`config.mk`:
```
export PLATFORM = sky130hd
export DESIGN_NAME = i2c_reg_ctrl
export DESIGN_NICKNAME = d
export VERILOG_FILES = /design/src/rtl/i2c_pkg.sv /design/src/rtl/i2c_step_timer.sv /design/src/rtl/i2c_reg_ctrl.sv
export SDC_FILE = /design/constraint.sdc
export NUM_CORES = 1
export LEC_CHECK = 0
export BUFFER_PORTS_ARGS = -buffer_cell sky130_fd_sc_hd__clkbuf_2
export CAP_MARGIN = 20
export CORE_MARGIN = 2
export CORE_UTILIZATION = 35
export CTS_CLUSTER_DIAMETER = 120
export DETAILED_ROUTE_END_ITERATION = 10
export PLACE_DENSITY = 0.59
export SLEW_MARGIN = 20
export SYNTH_ARGS = -nofsm -noshare
export SYNTH_HDL_FRONTEND = slang
export SYNTH_SLANG_ARGS = --single-unit
```
`constraint.sdc`:
```
create_clock -name Clk -period 4.7 [get_ports Clk]
set_input_delay 0.235 -clock Clk [delete_from_list [all_inputs] [get_ports Clk]]
set_output_delay 0.235 -clock Clk [all_outputs]
set_load 0.03 [all_outputs]
```
`src/rtl/i2c_pkg.sv`:
```
// Shared definitions for the register-level I2C sequencer: engine command
// bits, R/W bit values, the one-hot controller state encoding and small
// helpers describing the byte-step sequence.
package i2c_pkg;

    localparam logic [5:0] CMD_WR   = 6'd1;
    localparam logic [5:0] CMD_STA  = 6'd2;
    localparam logic [5:0] CMD_RD   = 6'd4;
    localparam logic [5:0] CMD_STO  = 6'd8;
    localparam logic [5:0] CMD_ACK  = 6'd16;
    localparam logic [5:0] CMD_NACK = 6'd32;

    localparam logic DEV_RW_W = 1'b0;
    localparam logic DEV_RW_R = 1'b1;

    typedef enum logic [7:0] {
        ST_IDLE   = 8'b0000_0001,
        ST_DEV_W  = 8'b0000_0010,
        ST_REG_H  = 8'b0000_0100,
        ST_REG_L  = 8'b0000_1000,
        ST_WDATA  = 8'b0001_0000,
        ST_DEV_R  = 8'b0010_0000,
        ST_RDATA  = 8'b0100_0000,
        ST_FINISH = 8'b1000_0000
    } state_t;

    // Each byte step first issues the command, then waits for the engine.
    typedef enum logic {
        PH_ISSUE = 1'b0,
        PH_WAIT  = 1'b1
    } phase_t;

    // Step that follows 'cur' once its byte has completed.
    function automatic state_t next_step(input state_t cur, input logic is_wr,
                                         input logic a16);
        state_t nxt;
        case (cur)
            ST_DEV_W: nxt = a16 ? ST_REG_H : ST_REG_L;
            ST_REG_H: nxt = ST_REG_L;
            ST_REG_L: nxt = is_wr ? ST_WDATA : ST_DEV_R;
            ST_WDATA: nxt = ST_FINISH;
            ST_DEV_R: nxt = ST_RDATA;
            ST_RDATA: nxt = ST_FINISH;
            default:  nxt = ST_IDLE;
        endcase
        return nxt;
    endfunction

    // Engine command and transmit byte for a step, packed as {Cmd, Tx}.
    function automatic logic [13:0] step_cmd(input state_t st, input logic [6:0] dev,
                                             input logic [15:0] ra, input logic [7:0] wd);
        logic [13:0] ct;
        case (st)
            ST_DEV_W: ct = {CMD_STA | CMD_WR, dev, DEV_RW_W};
            ST_REG_H: ct = {CMD_WR, ra[15:8]};
            ST_REG_L: ct = {CMD_WR, ra[7:0]};
            ST_WDATA: ct = {CMD_WR | CMD_STO, wd};
            ST_DEV_R: ct = {CMD_STA | CMD_WR, dev, DEV_RW_R};
            ST_RDATA: ct = {CMD_RD | CMD_NACK | CMD_STO, 8'h00};
            default:  ct = 14'd0;
        endcase
        return ct;
    endfunction

endpackage

```
`src/rtl/i2c_step_timer.sv`:
```
// Per-step watchdog: cleared whenever a Go is issued, counts the cycles spent
// waiting for Trans_Done and flags expiry on the last allowed wait cycle.
module i2c_step_timer #(
    parameter logic [15:0] TIMEOUT_CYC = 16'd65535
) (
    input  logic Clk,
    input  logic Rst_n,
    input  logic load,
    input  logic run,
    output logic expire
);

    logic [15:0] cnt_r;

    // Wait-cycle counter, restarted by each Go.
    always_ff @(posedge Clk or negedge Rst_n) begin
        if (!Rst_n) begin
            cnt_r <= 16'd0;
        end else if (load) begin
            cnt_r <= 16'd0;
        end else if (run) begin
            cnt_r <= cnt_r + 16'd1;
        end else begin
            cnt_r <= cnt_r;
        end
    end

    // Expiry lands so that the abort is visible TIMEOUT_CYC cycles after Go.
    assign expire = run && (cnt_r == (TIMEOUT_CYC - 16'd1));

endmodule

```
`src/rtl/i2c_reg_ctrl.sv`:
```
// Register-level I2C sequencer: turns one register write/read request into
// the ordered byte commands for the byte engine and reports the outcome.
module i2c_reg_ctrl
    import i2c_pkg::*;
#(
    parameter logic [15:0] TIMEOUT_CYC = 16'd65535
) (
    input  logic        Clk,
    input  logic        Rst_n,
    input  logic        wr_req,
    input  logic        rd_req,
    input  logic [6:0]  dev_addr,
    input  logic [15:0] reg_addr,
    input  logic        addr16,
    input  logic [7:0]  wr_data,
    output logic [7:0]  rd_data,
    output logic        busy,
    output logic        rw_done,
    output logic        ack_err,
    output logic        timeout,
    output logic [5:0]  Cmd,
    output logic        Go,
    output logic [7:0]  Tx_DATA,
    input  logic [7:0]  Rx_DATA,
    input  logic        Trans_Done,
    input  logic        ack_o
);

    state_t      state_r, state_s, step_nxt_s;
    phase_t      phase_r, phase_s;
    logic        op_wr_r, op_wr_s;
    logic        a16_r, a16_s;
    logic [6:0]  dev_r, dev_s;
    logic [15:0] reg_r, reg_s;
    logic [7:0]  wdat_r, wdat_s;
    logic [7:0]  rd_data_s;
    logic        busy_s, rw_done_s, ack_err_s, timeout_s, go_s;
    logic [5:0]  cmd_s;
    logic [7:0]  tx_s;
    logic        timer_run_s, expire_s;

    assign timer_run_s = (phase_r == PH_WAIT) && !Trans_Done;

    i2c_step_timer #(
        .TIMEOUT_CYC (TIMEOUT_CYC)
    ) u_timer (
        .Clk    (Clk),
        .Rst_n  (Rst_n),
        .load   (go_s),
        .run    (timer_run_s),
        .expire (expire_s)
    );

    // Next-state and next-output decode for the byte-step sequencer.
    always_comb begin
        state_s    = state_r;
        phase_s    = phase_r;
        op_wr_s    = op_wr_r;
        a16_s      = a16_r;
        dev_s      = dev_r;
        reg_s      = reg_r;
        wdat_s     = wdat_r;
        rd_data_s  = rd_data;
        busy_s     = busy;
        rw_done_s  = 1'b0;
        ack_err_s  = ack_err;
        timeout_s  = timeout;
        go_s       = 1'b0;
        cmd_s      = Cmd;
        tx_s       = Tx_DATA;
        step_nxt_s = next_step(state_r, op_wr_r, a16_r);

        case (state_r)
            ST_IDLE: begin
                // A write request takes priority over a simultaneous read.
                if (wr_req || rd_req) begin
                    op_wr_s   = wr_req;
                    a16_s     = addr16;
                    dev_s     = dev_addr;
                    reg_s     = reg_addr;
                    wdat_s    = wr_data;
                    ack_err_s = 1'b0;
                    timeout_s = 1'b0;
                    busy_s    = 1'b1;
                    state_s   = ST_DEV_W;
                    phase_s   = PH_ISSUE;
                end else begin
                    state_s   = ST_IDLE;
                end
            end
            ST_DEV_W, ST_REG_H, ST_REG_L, ST_WDATA, ST_DEV_R, ST_RDATA: begin
                if (phase_r == PH_ISSUE) begin
                    go_s           = 1'b1;
                    {cmd_s, tx_s}  = step_cmd(state_r, dev_r, reg_r, wdat_r);
                    phase_s        = PH_WAIT;
                end else if (Trans_Done) begin
                    // The final read byte is always NACKed by us, so its ack is meaningless.
                    if (state_r == ST_RDATA) begin
                        rd_data_s = Rx_DATA;
                    end else begin
                        ack_err_s = ack_err | ack_o;
                    end
                    state_s = step_nxt_s;
                    phase_s = PH_ISSUE;
                    if (step_nxt_s == ST_FINISH) begin
                        rw_done_s = 1'b1;
                        busy_s    = 1'b0;
                    end else begin
                        busy_s    = 1'b1;
                    end
                end else if (expire_s) begin
                    // Engine stalled: abort without a stop, the owner resets the engine.
                    timeout_s = 1'b1;
                    rw_done_s = 1'b1;
                    busy_s    = 1'b0;
                    state_s   = ST_FINISH;
                    phase_s   = PH_ISSUE;
                end else begin
                    state_s   = state_r;
                end
            end
            ST_FINISH: begin
                state_s = ST_IDLE;
                phase_s = PH_ISSUE;
            end
            default: begin
                state_s = ST_IDLE;
                phase_s = PH_ISSUE;
                busy_s  = 1'b0;
            end
        endcase
    end

    // State, latched request and registered outputs.
    always_ff @(posedge Clk or negedge Rst_n) begin
        if (!Rst_n) begin
            state_r <= ST_IDLE;
            phase_r <= PH_ISSUE;
            op_wr_r <= 1'b0;
            a16_r   <= 1'b0;
            dev_r   <= 7'd0;
            reg_r   <= 16'd0;
            wdat_r  <= 8'd0;
            rd_data <= 8'd0;
            busy    <= 1'b0;
            rw_done <= 1'b0;
            ack_err <= 1'b0;
            timeout <= 1'b0;
            Go      <= 1'b0;
            Cmd     <= 6'd0;
            Tx_DATA <= 8'd0;
        end else begin
            state_r <= state_s;
            phase_r <= phase_s;
            op_wr_r <= op_wr_s;
            a16_r   <= a16_s;
            dev_r   <= dev_s;
            reg_r   <= reg_s;
            wdat_r  <= wdat_s;
            rd_data <= rd_data_s;
            busy    <= busy_s;
            rw_done <= rw_done_s;
            ack_err <= ack_err_s;
            timeout <= timeout_s;
            Go      <= go_s;
            Cmd     <= cmd_s;
            Tx_DATA <= tx_s;
        end
    end

endmodule

```
==> results.sh <==
export IMPL_synth_ff_type="dfrtp_1"
export IMPL_grtUsageTotal=0.1422
export IMPL_ys_seq_area_frac=0.5217
export IMPL_finClkSkew_ns=0.007874
export IMPL_avgViaCountPerCell=5.097
export IMPL_rows=38
export IMPL_post_cts_buffers=0
export IMPL_hold_path_class="in2async"
export IMPL_syn_nets=374
export IMPL_hold_buffers=0
export IMPL_finalNetCount=440
export IMPL_core_area_um2=10980
export IMPL_n_antenna_cell=0
export IMPL_syn2layout_area_growth_pct=19.25
export IMPL_path_buf_inv=1
export IMPL_violations="hold timing"
export IMPL_die_h_um=110.7
export IMPL_rsz0062_at_grt="no"
export IMPL_antenna_found_initial=0
export IMPL_first_pass_iters=4
export IMPL_cp_slowest_cell="nor2_2"
export IMPL_drc=0
export IMPL_power_density_nw_per_um2=563.3
export IMPL_placed_area_um2=4410
export IMPL_worstReg2RegStart="state_r[2]"
export IMPL_ff2ff_setup_slack_ns=2.04
export IMPL_wirelength_mm=8.497
export IMPL_cp_end_kind="flip-flop"
export IMPL_slowest_delay_ns=0.57
export IMPL_arrival_ns=2.87
export IMPL_critical_path_max_fanout=13
export IMPL_yosysWarnings=0
export IMPL_ant_nets=0
export IMPL_status="finished with violations"
export IMPL_path_delay_family="simple AND/OR/NAND/NOR gates"
export IMPL_fin_area_um2=4751
export IMPL_grt_pass1_wl_mm=13.92
export IMPL_maxClockFrequency_ghz=0.3754
export IMPL_grt_pass1_vias=2676
export IMPL_cts_tree="built"
export IMPL_clkLatencyLatePin_ns=0.33
export IMPL_tns_ns=0
export IMPL_clk_pin_slew_ns=0.06
export IMPL_p_leak_nw=2.319
export IMPL_place_congestion=0.8501
export IMPL_drt_initial_drc_count=151
export IMPL_slew_viol_final=0
export IMPL_fin_total_pwr_mw=2.676
export IMPL_place_inst=520
export IMPL_path_cells="nor2_1 > o2bb2ai_1 > a21oi_2 > nor2_2 > buf_6 > mux2_2"
export IMPL_grt_max_degree=84
export IMPL_die_w_um=110.7
export IMPL_ys_types=48
export IMPL_num_io_pins=73
export IMPL_start_util=0.3627
export IMPL_worst_pin_slew_ns=0.9117
export IMPL_port_buffers=71
export IMPL_required_ns=4.91
export IMPL_dp_slack_ns=1.950
export IMPL_ys_seq_elements=83
export IMPL_h_tree_depth=3
export IMPL_max_slew_margin=0.3909
export IMPL_numCtsBuffers=9
export IMPL_synth_cells=326
export IMPL_netlist_area_um2=3984
export IMPL_vias=2737
export IMPL_n_fill_cell=1024
export IMPL_finalHoldViolCount=70
export IMPL_layout_min_cycle_time_ns=2.664
export IMPL_wire_per_inst_um=15.82
export IMPL_die_area_um2=12250
export IMPL_cts_resized=0
export IMPL_stdcell_count=537
export IMPL_timing_setup_critical_path_class="reg2reg"
export IMPL_synth_avg_cell_area_um2=12.22
export IMPL_startpoint_type="flip-flop"
export IMPL_r2r_end="Cmd[1]"
export IMPL_grt_remaining_overflow=0
export IMPL_clockBufferDepth=2
export IMPL_setup_ws_ns=2.036
export IMPL_setup_viol=0
export IMPL_clockRootBuffer="clkbuf_16"
export IMPL_rr_worst_depth=6
export IMPL_peakVddDrop_uv=220.7
export IMPL_timing_final_crit_share=0.5668
export IMPL_cts_num_sinks=83
export IMPL_dp_hpwl_mm=5.882
export IMPL_maxCapViolations=0
export IMPL_hold_ws_ns=-0.07607
export IMPL_synthArstFlopShare=1.000
export IMPL_final_layout_size_suffix_gt1_frac=0.3804
export IMPL_synth_edf_count=0
[final cells by class]
class | instances | area, µm² | share of cell area
sequential | 83 | 2078 | 0.4374
multi-input combinational | 218 | 1765 | 0.3716
timing repair buffer | 73 | 380.4 | 0.08006
clock buffer | 10 | 229.0 | 0.04820
tap | 140 | 175.2 | 0.03687
clock inverter | 6 | 96.34 | 0.02028
inverter | 7 | 26.28 | 0.005531
[registers in the layout (all words and copies together) (netlist names)]
signal and count:
reg_r 16, u_timer.cnt_r 16, Tx_DATA 8, rd_data 8, state_r 8, wdat_r 8, dev_r 7, Cmd 4
Go 1, a16_r 1, ack_err 1, busy 1, op_wr_r 1, phase_r 1, rw_done 1, timeout 1
[power breakdown]
group,total [mW],internal (mW),switching [mW]
clock network,0.761,0.472,0.289
logic,0.840,0.437,0.403
registers,1.08,0.919,0.156
total,2.68,1.83,0.848
[worst register-to-register path: cells and delay by family, from the launching register on]
family,cells,cell delay [ns]
compound gates,2,0.47
simple gates,2,1.02
mux,1,0.36
buf+inv,1,0.25
flops,1,0.46
[cells in the mapped netlist (4+ instances only)]
master | n | area share
nand4_1 | 9 | 0.014
inv_1 | 7 | 0.0066
and2_1 | 4 | 0.0063
mux2_2 | 24 | 0.068
dfrtp_1 | 82 | 0.52
o21ai_0 | 8 | 0.010
nor2_1 | 34 | 0.032
mux2_4 | 26 | 0.098
clkbuf_1 | 6 | 0.0057
buf_4 | 4 | 0.0075
xor2_1 | 14 | 0.031
nand3_1 | 7 | 0.0088
and3_1 | 5 | 0.0079
a221o_1 | 7 | 0.018
buf_6 | 4 | 0.011
a21oi_1 | 7 | 0.0088
xnor2_1 | 4 | 0.0088
a22oi_1 | 10 | 0.019
nand2_1 | 15 | 0.014
[how the worst max path moves through the flow]
stage | start | to | slack (ns) | cells past startpoint
finish | state_r[2] | Cmd[1] | 2.04 | 6
global route | state_r[4] | Cmd[1] | 1.87 | 5
CTS | state_r[4] | Cmd[1] | 1.92 | 4
detailed placement | state_r[4] | Tx_DATA[4] | 1.95 | 4
global placement | state_r[4] | Cmd[3] | 2.04 | 4
floorplan | state_r[4] | Cmd[1] | 2.60 | 6
[cells by family (layout without fill, tap and decap cells)]
logic type,Yosys count,count (layout),share of synthesized area
other cells,1,1,0.0009413
simple gates,94,94,0.1272
buf+inv,25,96,0.03580
fa+ha+maj,2,2,0.006280
mux,52,52,0.1709
flops,83,83,0.5217
compound gates,51,51,0.09768
xor+xnor,18,18,0.03957
[per-layer routing]
metal,vias to the layer above,part of all wire,GRT usage
met4,0,0.019,0.04250
li1,1299,-,-
met5,-,0,0
met1,1341,0.48,0.1968
met2,78,0.45,0.2147
met3,19,0.056,0.04429
[placed cells by master (no fill, tap or decap), types with 4 or more instances in the layout]
master	synthesis	final
dfrtp_1	82	82
clkbuf_2	0	70
nor2_1	34	33
mux2_4	26	26
mux2_2	24	24
nand2_1	15	15
xor2_1	14	14
a22oi_1	10	10
nand4_1	9	9
clkbuf_16	0	9
o21ai_0	8	8
inv_1	7	7
a21oi_1	7	7
nand3_1	7	7
a221o_1	7	7
and3_1	5	5
xnor2_1	4	4
and2_1	4	4
[stage by stage]
stage               utilization  hold slack (ns)
floorplan                     -         -0.06059
global placement         0.4016           0.4666
detailed placement       0.4016           0.4703
CTS                      0.4312           0.1188
global route             0.4326          0.01650
finish                   0.4326         -0.07607
No activity file was read; power rests on OpenSTA's default activity.
